### config.mk
export PLATFORM = sky130hd
export DESIGN_NAME = fetch_queue
export DESIGN_NICKNAME = d
export VERILOG_FILES = /design/src/rtl/fetch_queue.sv
export SDC_FILE = /design/constraint.sdc
export NUM_CORES = 1
export LEC_CHECK = 0
export ABC_AREA = 1
export BUFFER_PORTS_ARGS = -buffer_cell sky130_fd_sc_hd__buf_2
export CELL_PAD_IN_SITES_DETAIL_PLACEMENT = 2
export CELL_PAD_IN_SITES_GLOBAL_PLACEMENT = 2
export CORE_MARGIN = 2
export CORE_UTILIZATION = 37
export CTS_BUF_LIST = sky130_fd_sc_hd__clkbuf_16
export DETAILED_ROUTE_END_ITERATION = 8
export GPL_ROUTABILITY_DRIVEN = 0
export PLACE_DENSITY = 0.82
export SLEW_MARGIN = 20
export SYNTH_ARGS = -nofsm -noshare
export SYNTH_HDL_FRONTEND = slang
export SYNTH_SLANG_ARGS = --single-unit
### constraint.sdc
create_clock -name clk -period 4.4 [get_ports clk]
set_clock_uncertainty 0.05 [all_clocks]
set_input_delay 0.66 -clock clk [delete_from_list [all_inputs] [get_ports clk]]
set_output_delay 0.66 -clock clk [all_outputs]
set_load 0.05 [all_outputs]
### src/rtl/fetch_queue.sv
// Instruction fetch front end: issues sequential SRAM reads under a credit limit
// and buffers {instr, pc} pairs in a small FIFO in front of decode.
module fetch_queue #(
    parameter int          DEPTH    = 4,
    parameter int          ADDR_W   = 14,
    parameter logic [31:0] RESET_PC = 32'h0
) (
    input  logic              clk,
    input  logic              rst,
    input  logic              redirect_valid,
    input  logic [31:0]       redirect_pc,
    output logic              im_req,
    output logic [ADDR_W-1:0] im_addr,
    input  logic [31:0]       im_rdata,
    output logic              out_valid,
    output logic [31:0]       out_instr,
    output logic [31:0]       out_pc,
    input  logic              out_ready
);

    localparam int PTR_W = $clog2(DEPTH);
    localparam int CNT_W = PTR_W + 1;

    typedef struct packed {
        logic [31:0] instr;
        logic [31:0] pc;
    } entry_t;

    entry_t            mem [DEPTH];
    logic [PTR_W-1:0]  rd_ptr;
    logic [PTR_W-1:0]  wr_ptr;
    logic [CNT_W-1:0]  count;
    logic [31:0]       fpc;
    logic              inflight;
    logic [31:0]       inflight_pc;

    logic [CNT_W-1:0]  credit_used;
    logic              push;
    logic              pop;

    // An outstanding read already owns a slot, so it is counted against the
    // FIFO space; a pop in this cycle is deliberately not credited.
    assign credit_used = count + CNT_W'(inflight);
    assign im_req      = !rst && !redirect_valid && (credit_used < CNT_W'(DEPTH));
    assign im_addr     = fpc[ADDR_W+1:2];

    assign push      = inflight && !rst && !redirect_valid;
    assign out_valid = !rst && !redirect_valid && (count != '0);
    assign pop       = out_valid && out_ready;
    assign out_instr = mem[rd_ptr].instr;
    assign out_pc    = mem[rd_ptr].pc;

    // NOTE: sequential state uses non-blocking assignments only, so every
    // register sees pre-edge values of its neighbours regardless of order.
    always_ff @(posedge clk) begin
        if (rst) begin
            fpc         <= RESET_PC;
            count       <= '0;
            rd_ptr      <= '0;
            wr_ptr      <= '0;
            inflight    <= 1'b0;
            inflight_pc <= '0;
            // NOTE: the storage itself is reset so an never-written head reads
            // as zero; this costs a reset on every bit of the array.
            for (int i = 0; i < DEPTH; i++) begin
                mem[i] <= '0;
            end
        end else if (redirect_valid) begin
            fpc      <= redirect_pc & 32'hFFFF_FFFC;
            count    <= '0;
            rd_ptr   <= '0;
            wr_ptr   <= '0;
            inflight <= 1'b0;
        end else begin
            if (push) begin
                mem[wr_ptr] <= '{instr: im_rdata, pc: inflight_pc};
                wr_ptr      <= wr_ptr + PTR_W'(1);
            end
            if (pop) begin
                rd_ptr <= rd_ptr + PTR_W'(1);
            end
            case ({push, pop})
                2'b10:   count <= count + CNT_W'(1);
                2'b01:   count <= count - CNT_W'(1);
                default: count <= count;
            endcase
            if (im_req) begin
                inflight_pc <= fpc;
                inflight    <= 1'b1;
                fpc         <= fpc + 32'd4;
            end else if (push) begin
                inflight <= 1'b0;
            end
        end
    end

    // The credit rule makes a push into a full FIFO impossible.
    always_ff @(posedge clk) begin
        if (!rst) begin
            assert (!(push && !pop && count == CNT_W'(DEPTH)));
        end
    end

endmodule

==> results of run 1 <==
[cell usage in the layout (no fill, tap or decap), types with 7 or more instances in the layout]
master,count
buf_12,7
a21oi_1,60
buf_2,143
buf_4,12
nor2_2,8
clkinv_1,8
o22ai_1,62
nor2_1,423
o21ai_0,167
edfxtp_1,248
nand3_1,53
inv_1,127
nand2_1,146
clkbuf_16,36
dfxtp_1,68
nand2_2,8
[state kept, by name, summed over array words and instances (netlist names), named ones only]
register     cells
mem            248
fpc             30
inflight_pc     30
count            3
rd_ptr           2
wr_ptr           2
inflight         1
[per-layer routing]
layer	up-vias	global-route usage, %	wire length [um]
met5	-	0	0
met4	0	6.34	963
met1	5693	28.2	19400
met2	192	43.2	23600
li1	5199	-	-
met3	70	3.22	1690
[critical path: stages (launching register included)]
cell and delay (ps):
dfxtp_4 550, buf_4 870, o21ai_0 320, o22ai_1 380, buf_2 340
[layout make-up]
| cell class | count | area share (%) |
|---|---|---|
| inverters | 125 | 2.89 |
| clock inverters | 29 | 1.45 |
| repair buffers | 163 | 5.86 |
| clock buffers | 36 | 5.51 |
| multi-input cells | 956 | 26.2 |
| well taps | 511 | 3.91 |
| flip-flops and latches | 318 | 54.2 |
[metrics by stage]
stage / hold WS, ps / cell area (sq um) / std cells
finish: 376 / 16300 / 2138
global route: 372 / 16300 / 2138
CTS: 358 / 16300 / 2138
detailed placement: 418 / 15200 / 2073
global placement: 400 / 15200 / 2073
floorplan: 386 / 14200 / 1503
[logic make-up (layout without fill, tap and decap cells)]
| kind of cell | count (synthesis) | in the layout | share of synthesized area, % |
|---|---|---|---|
| and+or+nand+nor | 647 | 647 | 18.2 |
| DFF | 318 | 318 | 62.5 |
| AOI/OAI and AO/OA | 297 | 297 | 11.2 |
| buffers and inverters | 229 | 353 | 7.31 |
| xor gates and xnor gates | 7 | 7 | 0.433 |
| adders and majority gates | 3 | 3 | 0.318 |
| other | 1 | 2 | 0.0265 |
[report_power, final]
part / internal, uW / switching, uW / leakage [uW] / total [uW]
Sequential: 3350 / 67.4 / 0.00313 / 3420
Clock: 1680 / 1270 / 0.000582 / 2950
Combinational: 114 / 368 / 0.00279 / 482
[final timing paths]
check | slack, ps | cells past startpoint | endpoint | startpoint
min reg2reg | 430 | 1 | register | rd_ptr[0]
max | 600 | 4 | out_pc[30] | register
min | 380 | 3 | fpc[6] | redirect_pc[6]
max reg2reg | 2140 | 11 | count[2] | count[0]
[cell usage after synthesis]
cell type  number  area share [%]
a41oi_1         1           0.062
o21bai_1        2            0.11
fa_1            1            0.14
xnor2_1         5            0.31
nand3_1        53             1.9
nand3_2         1           0.071
nor2_8          1            0.14
a31oi_1         2           0.088
clkbuf_1       47             1.2
ha_1            2            0.18
inv_2           3           0.080
buf_2          30             1.1
and2_1          3            0.13
xor2_1          2            0.12
a211oi_1        1           0.053
or2_2           1           0.044
inv_4           1           0.044
nand2_4         2            0.16
a21oi_1        60             2.1
edfxtp_1      248              53
buf_6          10            0.80
o21ai_0       167             5.9
dfxtp_1        70             9.9
conb_1          1           0.026
o22ai_1        62             2.7
buf_1           1           0.026
nor2_1        423              11
inv_1         121             3.2
buf_4          16            0.85
nand4_1         1           0.044
nand2_1       149             4.0
a22oi_1         2            0.11
nor2_2          8            0.35
nand2_2         5            0.22
==> results.cfg, run 1 <==
[setup_path]
data_arrival_critical_path_ps = 3090
worstSetupStartpointType = register
criticalPathCategory = reg -> out
timing.critical_path.required_ps = 3690
element_type_at_the_critical_path_end = primary output
worst-path-max-fanout = 99

[synth]
synth_seq_area_share_pct = 62.5
synth-warning-count = 0
postSynthRegisterBits = 318
synth.avg_cell_area_sq_um = 9.42
number_of_instances_in_the_synthesized_netlist = 1502
synth_area_sq_um = 14200
post_synth_num_cell_types = 34

[timing]
timing.final.max_slew_violations = 0
timing_worst_slew_pin_value_ps = 1100
timing_hold_violations_final = 0
period_minus_slack_ps = 3800
rsz0062_at_grt = no
setup_violations = 0
f_max_mhz = 263
slew_headroom_pct = 26.4
post-route-period-util_pct = 86.3
postLayoutSetupSlackWorst_ps = 602
timing.setup.tns_ps = 0

[run_status]
run_status = completed

[clock_tree]
cts_hold_buf = 0
cts-buffers-inserted = 36
clk_root_buffer_cell = clkbuf_16
post_cts.resized_instances = 0
postCtsSetupRepairBufs = 0
tritoncts = yes
cts_htree_levels = 2
clockBufferDepth = 3
clock_transition_time_at_the_flip_flop_clock_pins_of_the_worst_setup_and_hold_paths_ps = 60
clk_latency_ps = 530
tritoncts_num_sinks = 318

[cells_and_area]
final_layout_size_suffix_gt1_share_pct = 14.8
nets = 1671
num-fill-cells = 4133
finalCoreUtilization_pct = 43.4
antenna-diode-count = 0
area_delta_synth_final_pct = 15.5
sequential_cell_area_sq_um = 8850
multi_input_area_sq_um = 4280

[grt]
grt_first_pass_wirelength_um = 71000
global_route.overflow_total = 0
grt_max_degree = 111
first_global_vias = 12400
globalRouteTotalUtil_pct = 23.3
antenna_found_initial = 0

[drt]
drtIter0Drc = 439
drt_pre_antenna_iters = 4
viasPerCell = 5.22
routedWlPerCell_um = 21.4
drc_errors = 0
route.antenna.remaining_nets = 0
dr_total_vias = 11200
routed_wire_length_um = 45800

[floorplan]
placementRows = 71
placeableCoreArea_sq_um = 37700
top_level_ports = 148
chipWidth_um = 200
start_util_pct = 37.6
die_height_um = 200
dieArea_sq_um = 39800

[placed_design]
hpwlAfterDp_um = 27600
preCtsSetupSlack_ps = 1160
portBuffers = 143

[pwr]
power_per_cell_area_nw_per_um2 = 419
ir_drop_v = 0.000243
p_leak_uw = 0.00650
total_power_uw = 6840

[flow_run]
drv_cap = 0

[min_path]
hold_path_class = in -> reg
No activity file was read; power rests on OpenSTA's default activity.
==> run 2: changes to the inputs <==
--- a/config.mk
+++ b/config.mk
@@ -15,6 +15,7 @@
 export DETAILED_ROUTE_END_ITERATION = 8
 export GPL_ROUTABILITY_DRIVEN = 0
 export PLACE_DENSITY = 0.82
+export REMOVE_ABC_BUFFERS = 1
 export SLEW_MARGIN = 20
 export SYNTH_ARGS = -nofsm -noshare
 export SYNTH_HDL_FRONTEND = slang
==> results.cfg, run 2 (synthesis gave the netlist of run 1 again) <==
[cells_and_area]
finalCoreUtilization_pct = 43.4
nets = 1674
largest_reg_flops = 248
layout.cells.most_common = nor2_1
area_delta_synth_final_pct = 15.6
final_layout_size_suffix_gt1_share_pct = 14.9
final_cell_mix = nor2_1 (423), edfxtp_1 (248), o21ai_0 (167)
largest-register = mem
final_design_area_no_fill_sq_um = 16400
layout_top_registers = mem (248), fpc (30), inflight_pc (30)
antenna-diode-count = 0

[setup_path]
cp_num_buf_inv = 3
critical-path-slowest-cell = buf_4
worstSetupStartpointType = register
data_arrival_critical_path_ps = 2740
worst_path_dominant_cell_family = buffers and inverters
path_cells = clkinv_2, buf_4, o21ai_0, o22ai_1, buf_2
criticalPathCategory = reg -> out
element_type_at_the_critical_path_end = primary output
timing.critical_path.required_ps = 3690
worst_stage_delay_on_the_critical_path_ps = 650
worst-path-max-fanout = 74

[placed_design]
placement.cell_area_sq_um = 15200
portBuffers = 143
hpwlAfterDp_um = 27700

[floorplan]
placeableCoreArea_sq_um = 37700
chipWidth_um = 200
top_level_ports = 148
placementRows = 71
dieArea_sq_um = 39800
start_util_pct = 37.6
die_height_um = 200

[drt]
wl_met3_um = 1770
dr_total_vias = 11100
routed-wl-met2_um = 24100
routed_wire_length_um = 45800
drt_pre_antenna_iters = 4
highest-signal-layer = met4
drt-met1-wl_um = 18600
route.antenna.remaining_nets = 0
routedWlPerCell_um = 21.4
drc_errors = 0
viasPerCell = 5.21
drtIter0Drc = 503

[timing]
timing.setup.tns_ps = 0
timing_hold_violations_final = 0
period_minus_slack_ps = 3450
timing.final.max_slew_violations = 0
f_max_mhz = 290
setup_violations = 0
rsz0062_at_grt = no
post-route-period-util_pct = 78.3
timing_worst_slew_pin_value_ps = 963
worst_case_hold_slack_ps = 396
slew_headroom_pct = 35.8

[clock_tree]
clk_root_buffer_cell = clkbuf_16
clock_transition_time_at_the_flip_flop_clock_pins_of_the_worst_setup_and_hold_paths_ps = 60
tritoncts_num_sinks = 318
cts_hold_buf = 0
clk_latency_ps = 530
cts_htree_levels = 2
post_cts.resized_instances = 0
cts-buffers-inserted = 38
postCtsSetupRepairBufs = 0
clockBufferDepth = 3
tritoncts = yes

[grt]
globalRouteTotalUtil_pct = 23.3
antenna_found_initial = 0
global_route.overflow_total = 0
grt_first_pass_wirelength_um = 70300
first_global_vias = 12400
grt_max_degree = 84

[pwr]
ir_drop_v = 0.000227
power_per_cell_area_nw_per_um2 = 422
p_leak_uw = 0.00651

[run_status]
run_status = completed

[flow_run]
drv_cap = 0

[min_path]
hold_path_class = in -> reg
run 2: report_power, final:
part | switching, uW | internal, uW
clock | 1230 | 1780
combinational | 368 | 108
sequential | 65.0 | 3350
run 2: worst min-delay path, stage by stage:
cell     delay [ps]
buf_2           100
a21oi_1          60
a21oi_1         110
run 2: final cells by class:
cell class / instances / area, sq um
Clock inverter: 26 / 213
Timing Repair Buffer: 164 / 898
Sequential cell: 318 / 8850
Fill cell: 4145 / 21300
Tap cell: 511 / 639
Inverter: 125 / 473
Multi-Input combinational cell: 956 / 4310
Clock buffer: 39 / 976
run 2: stage by stage:
| step | setup slack [ps] | total power, uW | instances |
|---|---|---|---|
| after floorplan | -1040 | 3750 | 1399 |
| after global placement | 1070 | 3930 | 2074 |
| after detailed placement | 1020 | 3960 | 2074 |
| after CTS | 906 | 6970 | 2139 |
| after global routing | 791 | 7120 | 2139 |
| final | 953 | 6900 | 2139 |
run 2: path summary, 6_finish.rpt:
path / startpoint / end / slack [ps] / depth (start not counted)
min: redirect_pc[6] / fpc[6] / 400 / 3
min reg2reg: rd_ptr[1] / register / 430 / 2
max: register / out_pc[18] / 950 / 5
max reg2reg: inflight / mem[2][29] / 1990 / 5
run 2: layer usage:
metal | vias to the layer above | global-route usage, %
li1 | 5203 | -
met1 | 5655 | 27.1
met2 | 208 | 43.8
met3 | 75 | 3.34
met4 | 0 | 7.33
met5 | - | 0
